===== config.mk =====
export PLATFORM = sky130hd
export DESIGN_NAME = share_refresh_pipe
export DESIGN_NICKNAME = d
export VERILOG_FILES = /design/src/rtl/share_refresh_pipe.sv
export SDC_FILE = /design/constraint.sdc
export NUM_CORES = 1
export LEC_CHECK = 0
export ABC_CLOCK_PERIOD_IN_PS = 2200
export CORE_MARGIN = 5
export CORE_UTILIZATION = 45
export CTS_CLUSTER_DIAMETER = 200
export DETAILED_ROUTE_END_ITERATION = 8
export GPL_ROUTABILITY_DRIVEN = 0
export HOLD_SLACK_MARGIN = 0.02
export PLACE_DENSITY_LB_ADDON = 0.2
export SKIP_CTS_REPAIR_TIMING = 1
export SYNTH_ARGS = -nofsm -noshare
export SYNTH_HDL_FRONTEND = slang
export SYNTH_SLANG_ARGS = --single-unit

===== constraint.sdc =====
create_clock -name clk -period 2.2 [get_ports clk]
set_input_delay 0.55 -clock clk [delete_from_list [all_inputs] [get_ports clk]]
set_output_delay 0.55 -clock clk [all_outputs]
set_load 0.01 [all_outputs]

===== src/rtl/share_refresh_pipe.sv =====
// D-share, W-bit masked delay line of LAT register stages; items flagged for
// refresh are re-masked with fresh randomness on leaving stage RND_LAT.
module share_refresh_pipe #(
  parameter int D       = 2,
  parameter int W       = 1,
  parameter int LAT     = 4,
  parameter int RND_LAT = 1
) (
  input  logic                 clk,
  input  logic                 rst_n,
  input  logic                 en,
  input  logic                 refresh,
  input  logic [D*W-1:0]       in_shares,
  input  logic [(D-1)*W-1:0]   rng,
  output logic [D*W-1:0]       out_shares,
  output logic                 done,
  output logic                 active,
  output logic [15:0]          done_cnt
);

  localparam int DW = D * W;

  // Stage 0 is the combinational input; stages 1..LAT are registered.
  logic          st_vld [0:LAT];
  logic          st_rf  [0:LAT];
  logic [DW-1:0] st_dat [0:LAT];

  // Refresh mask: r_0..r_{D-2} on the first D-1 shares, their XOR on the last,
  // so the XOR across all shares is preserved.
  logic [DW-1:0] mask;
  logic [W-1:0]  rsum;

  always_comb begin
    mask = '0;
    rsum = '0;
    for (int i = 0; i < D - 1; i++) begin
      mask[i*W +: W] = rng[i*W +: W];
      rsum           = rsum ^ rng[i*W +: W];
    end
    mask[(D-1)*W +: W] = rsum;
  end

  genvar gi;
  generate
    for (gi = 0; gi <= LAT; gi++) begin : g_stg
      if (gi == 0) begin : g_in
        assign st_vld[gi] = en;
        assign st_rf[gi]  = en & refresh;
        assign st_dat[gi] = en ? in_shares : '0;
      end else begin : g_reg
        logic          vld_q, vld_d;
        logic          rf_q, rf_d;
        logic [DW-1:0] dat_q, dat_d;

        // Bubbles carry all-zero data and a cleared refresh bit.
        always_comb begin
          vld_d = st_vld[gi-1];
          rf_d  = st_vld[gi-1] & st_rf[gi-1];
          dat_d = '0;
          if (st_vld[gi-1]) begin
            dat_d = st_dat[gi-1];
            if ((gi - 1 == RND_LAT) && st_rf[gi-1]) begin
              dat_d = st_dat[gi-1] ^ mask;
            end
          end
        end

        always_ff @(posedge clk or negedge rst_n) begin
          if (!rst_n) begin
            vld_q <= 1'b0;
            rf_q  <= 1'b0;
            dat_q <= '0;
          end else begin
            vld_q <= vld_d;
            rf_q  <= rf_d;
            dat_q <= dat_d;
          end
        end

        assign st_vld[gi] = vld_q;
        assign st_rf[gi]  = rf_q;
        assign st_dat[gi] = dat_q;
      end
    end
  endgenerate

  assign out_shares = st_dat[LAT];
  assign done       = st_vld[LAT];
  assign active     = st_vld[RND_LAT] & st_rf[RND_LAT];

  logic [15:0] done_cnt_q, done_cnt_d;

  always_comb begin
    done_cnt_d = done_cnt_q;
    if (done && (done_cnt_q != 16'hFFFF)) begin
      done_cnt_d = done_cnt_q + 16'd1;
    end
  end

  always_ff @(posedge clk or negedge rst_n) begin
    if (!rst_n) begin
      done_cnt_q <= 16'd0;
    end else begin
      done_cnt_q <= done_cnt_d;
    end
  end

  assign done_cnt = done_cnt_q;

endmodule


Yosys cells after proc, flatten, opt, wreduce, memory -nomap -nowiden:

Cells that the tools add are included.

* bits in registers: 29
* output and inout bits: 20
* logic and storage cells: 22

* add/subtract/negate cells: 1
* equality and inequality tests: 1
* muxes and demuxes: 5
* bitwise gates (word level): 4
* reduce and logical (&&, ||, !) cells: 1

Operator list (number)
* 16-bit by 1-bit adder with 16-bit output (second input constant): 1
* 16-bit != test (second input constant): 1
* 2-bit 2-to-1 mux: 5
* 1-bit bitwise AND: 3
* 2-bit XOR: 1
* 1-bit logical AND: 1

Logic depth before layout (Yosys ltp):

* depth in word-level cells: 3
* mapped depth: 5

Least setup slack after synthesis:

Ideal clock, no wire load.

* kind: reg-to-reg
* from: reg done_cnt_q[12] (netlist: done_cnt[12])
* to: reg done_cnt_q[1] (netlist: done_cnt[1])
* setup time: 0.128 ns
* arrival time: 1.572 ns
* setup slack: 0.500 ns
* cell stages (with the launch flop): 5
* period minus slack after synthesis: 1.700 ns
* path through: dfrtp_1 -> nand4_4 -> nor4_4 -> nand2b_1 -> mux2_1

* word-level cells in the longest chain between the ends: 2

RTL lines
* from (decl): line 91 `logic [15:0] done_cnt_q, done_cnt_d;`
* from (signal assigned): line 104 `done_cnt_q <= done_cnt_d;`
* 16-bit != test: line 95 `if (done && (done_cnt_q != 16'hFFFF)) begin`
* 1-bit logical AND: line 95

No other way between the ends.
A chain may end at the register's enable or synchronous reset.

Final worst setup path:

* from: reg done_cnt_q[3] (netlist: done_cnt[3])
* to: out done_cnt[3]

RTL lines
* to (decl): line 18 `output logic [15:0] done_cnt`

No word-level cell between the ends.

==> run_results.csv <==
group,metric,value,unit
timing,period_needed,1.963,ns
timing,finalSetupViolations,0,
die,dieWidth,61.96,um
status,run_status,"completed",
critical_path,startpoint_type,"register",
critical_path,cp.required,1.65,ns
die,dieArea,3839,um2
logic_synthesis,synth_fp_nets,104,
finish,share_of_cells_above_drive_strength_1,11.36,%
place,buffer_ports.inserted,26,
finish,postLayoutCoreUtil,62.60,%
logic_synthesis,ys_types,24,
power_and_ir_drop,max-vdd-ir-drop,0.6553,mV
logic_synthesis,synth_largest_type_area_fraction,59.73,%
timing,finClkSkew,0.005856,ns
drt,route.vias.total,842,
cts,cts.path.max_buffers,2,
logic_synthesis,synth_top_area_cell,"sky130_fd_sc_hd__dfrtp_1",
place,place.detailed.instances,154,
logic_synthesis,synth.cell_area,1215,um2
critical_path,path_buf_inv,1,
cts,number_of_buffers_created_by_cts,5,
logic_synthesis,yosys_warnings,0,
global_routing,sum_of_overflow_across_all_layers_after_global_routing,0,
critical_path,cp_cell_sequence,"clkdlybuf4s50_1",
critical_path,slowest_delay,0.59,ns
drt,drt_drc_violations_left,0,
place,detailedPlacementHpwl,1.596,mm
power_and_ir_drop,power_density,837.1,nW/um2
finish,final_design_area_no_fill,1579,um2
critical_path,worst_ep_arrival_time,1.41,ns
finish,fin_cells,162,
timing,final-max-slew-violation-count,0,
logic_synthesis,synth_enable_flop_cells,0,
logic_synthesis,post-synth-top-count-cell,"sky130_fd_sc_hd__dfrtp_1",
drt,drt.antenna.violating_nets,0,
drt,drt_pass1_iterations,4,
finish,layout-area-overhead-vs-synth,29.97,%
timing,rsz0062_at_grt,"no",
run,maxCapViolCount,0,
logic_synthesis,synth.yosys.seq_area_share,59.73,%
global_routing,grt_use_total,13.66,%
timing,final_hold_viol_count,0,
logic_synthesis,ys_seq_elements,29,
cts,cts_max_level,2,
power_and_ir_drop,p_leak,0.0007319,uW
critical_path,critical_path_peak_fanout,6,
drt,detailedRoute.firstIterationViolations,18,
timing,final.period_utilization,89.22,%
logic_synthesis,syn-instance-count,96,
worst_hold_path,min-delay-path-class,"reg -> reg",
place,dpl_cell_area,1528,um2
global_routing,grt_pass1_wl,3.629,mm
die,io_pins,27,
critical_path,critPathTopFamily,"buffers and inverters",
drt,route.detailed.vias_per_inst,5.198,
global_routing,grt_pass1_vias,834,
cts,clock_insertion_delay_at_the_later_pin_of_the_skew_report,0.32,ns
drt,detail_route.wl_per_cell,13.56,um
global_routing,antenna_violations_before_repair,0,
logic_synthesis,ys_async_rst_share,100.0,%
cts,cts_root_buffer,"sky130_fd_sc_hd__clkbuf_4",
cts,cts_tree,"built",
logic_synthesis,synth.cells.most_frequent,"29 x sky130_fd_sc_hd__dfrtp_1, 10 x sky130_fd_sc_hd__and2_1, 8 x sky130_fd_sc_hd__xor2_1, 7 x sky130_fd_sc_hd__nand2_1",
critical_path,setup.worst_path.class,"reg -> out",
critical_path,critical-path-slowest-cell,"sky130_fd_sc_hd__clkdlybuf4s50_1",
timing,timing_worst_slew_pin_value,0.6591,ns
cts,cts_sinks,29,
logic_synthesis,synthesis.area_per_instance,12.66,um2
timing,timing.fmax,509.4,MHz
logic_synthesis,yosys_most_used_dff,"sky130_fd_sc_hd__dfrtp_1",
die,rows,18,
finish,diodes,0,
die,die_height,61.96,um
logic_synthesis,yosys-top-cells-area,"sky130_fd_sc_hd__dfrtp_1 60%, sky130_fd_sc_hd__xor2_1 5.8%, sky130_fd_sc_hd__and2_1 5.1%",
timing,fin_tns_setup,0,ns
die,core-area,2522,um2
timing,slew_headroom,55.65,%
die,start_util,48.16,%
drt,drt_wl_total,2.196,mm
cts,clk_pin_slew_worst_paths,0.09,ns
critical_path,critPathCaptureType,"output pin",
finish,final.fill_count,221,
finish,number_of_nets_in_the_final_layout,139,
global_routing,largest_net_degree_at_the_start_of_global_routing,30,
## power breakdown
part           internal [uW]  total [uW]  switching [uW]
registers                606         709             103
logic                    177         315             138
clock network            121         298             176
## stage by stage
stage	hold WS, ns	power, uW	setup WS, ns
global placement	0.3685	1029	0.5246
CTS	0.3942	1342	0.2107
global route	0.4202	1412	0.1576
finish	0.3878	1322	0.2371
detailed placement	0.3804	1036	0.4597
floorplan	0.2544	846.7	0.5003
## layout make-up
class | instances | area [um2] | share of cell area, %
Sequential cell | 29 | 725.7 | 45.96
Multi-Input combinational cell | 66 | 485.5 | 30.74
Timing Repair Buffer | 28 | 275.3 | 17.43
Clock buffer | 6 | 41.29 | 2.615
Tap cell | 30 | 37.54 | 2.377
Clock inverter | 2 | 10.01 | 0.6339
Inverter | 1 | 3.754 | 0.2377
## path summary, 6_finish.rpt
kind                                      startpoint       endpoint  slack, ns  cells past startpoint
worst max-delay path                     done_cnt[3]    done_cnt[3]       0.24                      1
worst min-delay path            g_stg[3].g_reg.vld_q           done       0.39                      0
worst max register to register                  done   done_cnt[15]       0.40                      4
worst min register to register  g_stg[3].g_reg.vld_q           done       0.39                      0
max in group asynchronous                      rst_n    done_cnt[8]       1.34                      2
min in group asynchronous                      rst_n  out_shares[1]       0.59                      2
## flip-flops by register name, summed over array words and instances, names as in the netlist
name               count
g_stg.g_reg.dat_q      6
g_stg.g_reg.vld_q      3
g_stg.g_reg.rf_q       1
done_cnt              16
done                   1
out_shares             2
## logic make-up (layout without fill, tap and decap cells)
family | Yosys count | after routing | share of synthesized area (%)
adder cells (fa/ha/maj) | 1 | 1 | 1.030
AO/OA/AOI/OAI | 4 | 4 | 2.265
AND/OR/NAND/NOR | 44 | 44 | 23.79
buffers and inverters | 1 | 37 | 0.3087
XOR/XNOR | 14 | 14 | 10.09
flip-flops | 29 | 29 | 59.73
multiplexers | 3 | 3 | 2.780
## cells in the final DEF (no fill, tap or decap), types with 2 or more instances in the layout
| cell type | instances |
|---|---|
| sky130_fd_sc_hd__dfrtp_1 | 29 |
| sky130_fd_sc_hd__clkdlybuf4s50_1 | 26 |
| sky130_fd_sc_hd__and2_1 | 10 |
| sky130_fd_sc_hd__xor2_1 | 8 |
| sky130_fd_sc_hd__nand2_1 | 7 |
| sky130_fd_sc_hd__xnor2_1 | 6 |
| sky130_fd_sc_hd__nor3_1 | 6 |
| sky130_fd_sc_hd__nor2_1 | 5 |
| sky130_fd_sc_hd__clkbuf_4 | 5 |
| sky130_fd_sc_hd__nand3_1 | 4 |
| sky130_fd_sc_hd__nand4_4 | 2 |
| sky130_fd_sc_hd__nor4b_1 | 2 |
| sky130_fd_sc_hd__nor4_1 | 2 |
| sky130_fd_sc_hd__o2111ai_1 | 2 |
| sky130_fd_sc_hd__mux2_2 | 2 |
| sky130_fd_sc_hd__clkinv_2 | 2 |
| sky130_fd_sc_hd__buf_4 | 2 |
## metal layers
| metal | vias up | routed length, um | global-route usage (%) |
|---|---|---|---|
| li1 | 407 | - | - |
| met1 | 403 | 969 | 15.78 |
| met2 | 27 | 1014 | 21.60 |
| met3 | 5 | 165 | 5.579 |
| met4 | 0 | 45 | 7.273 |
| met5 | - | 0 | 0 |
Power figures use the tool's default switching activity.
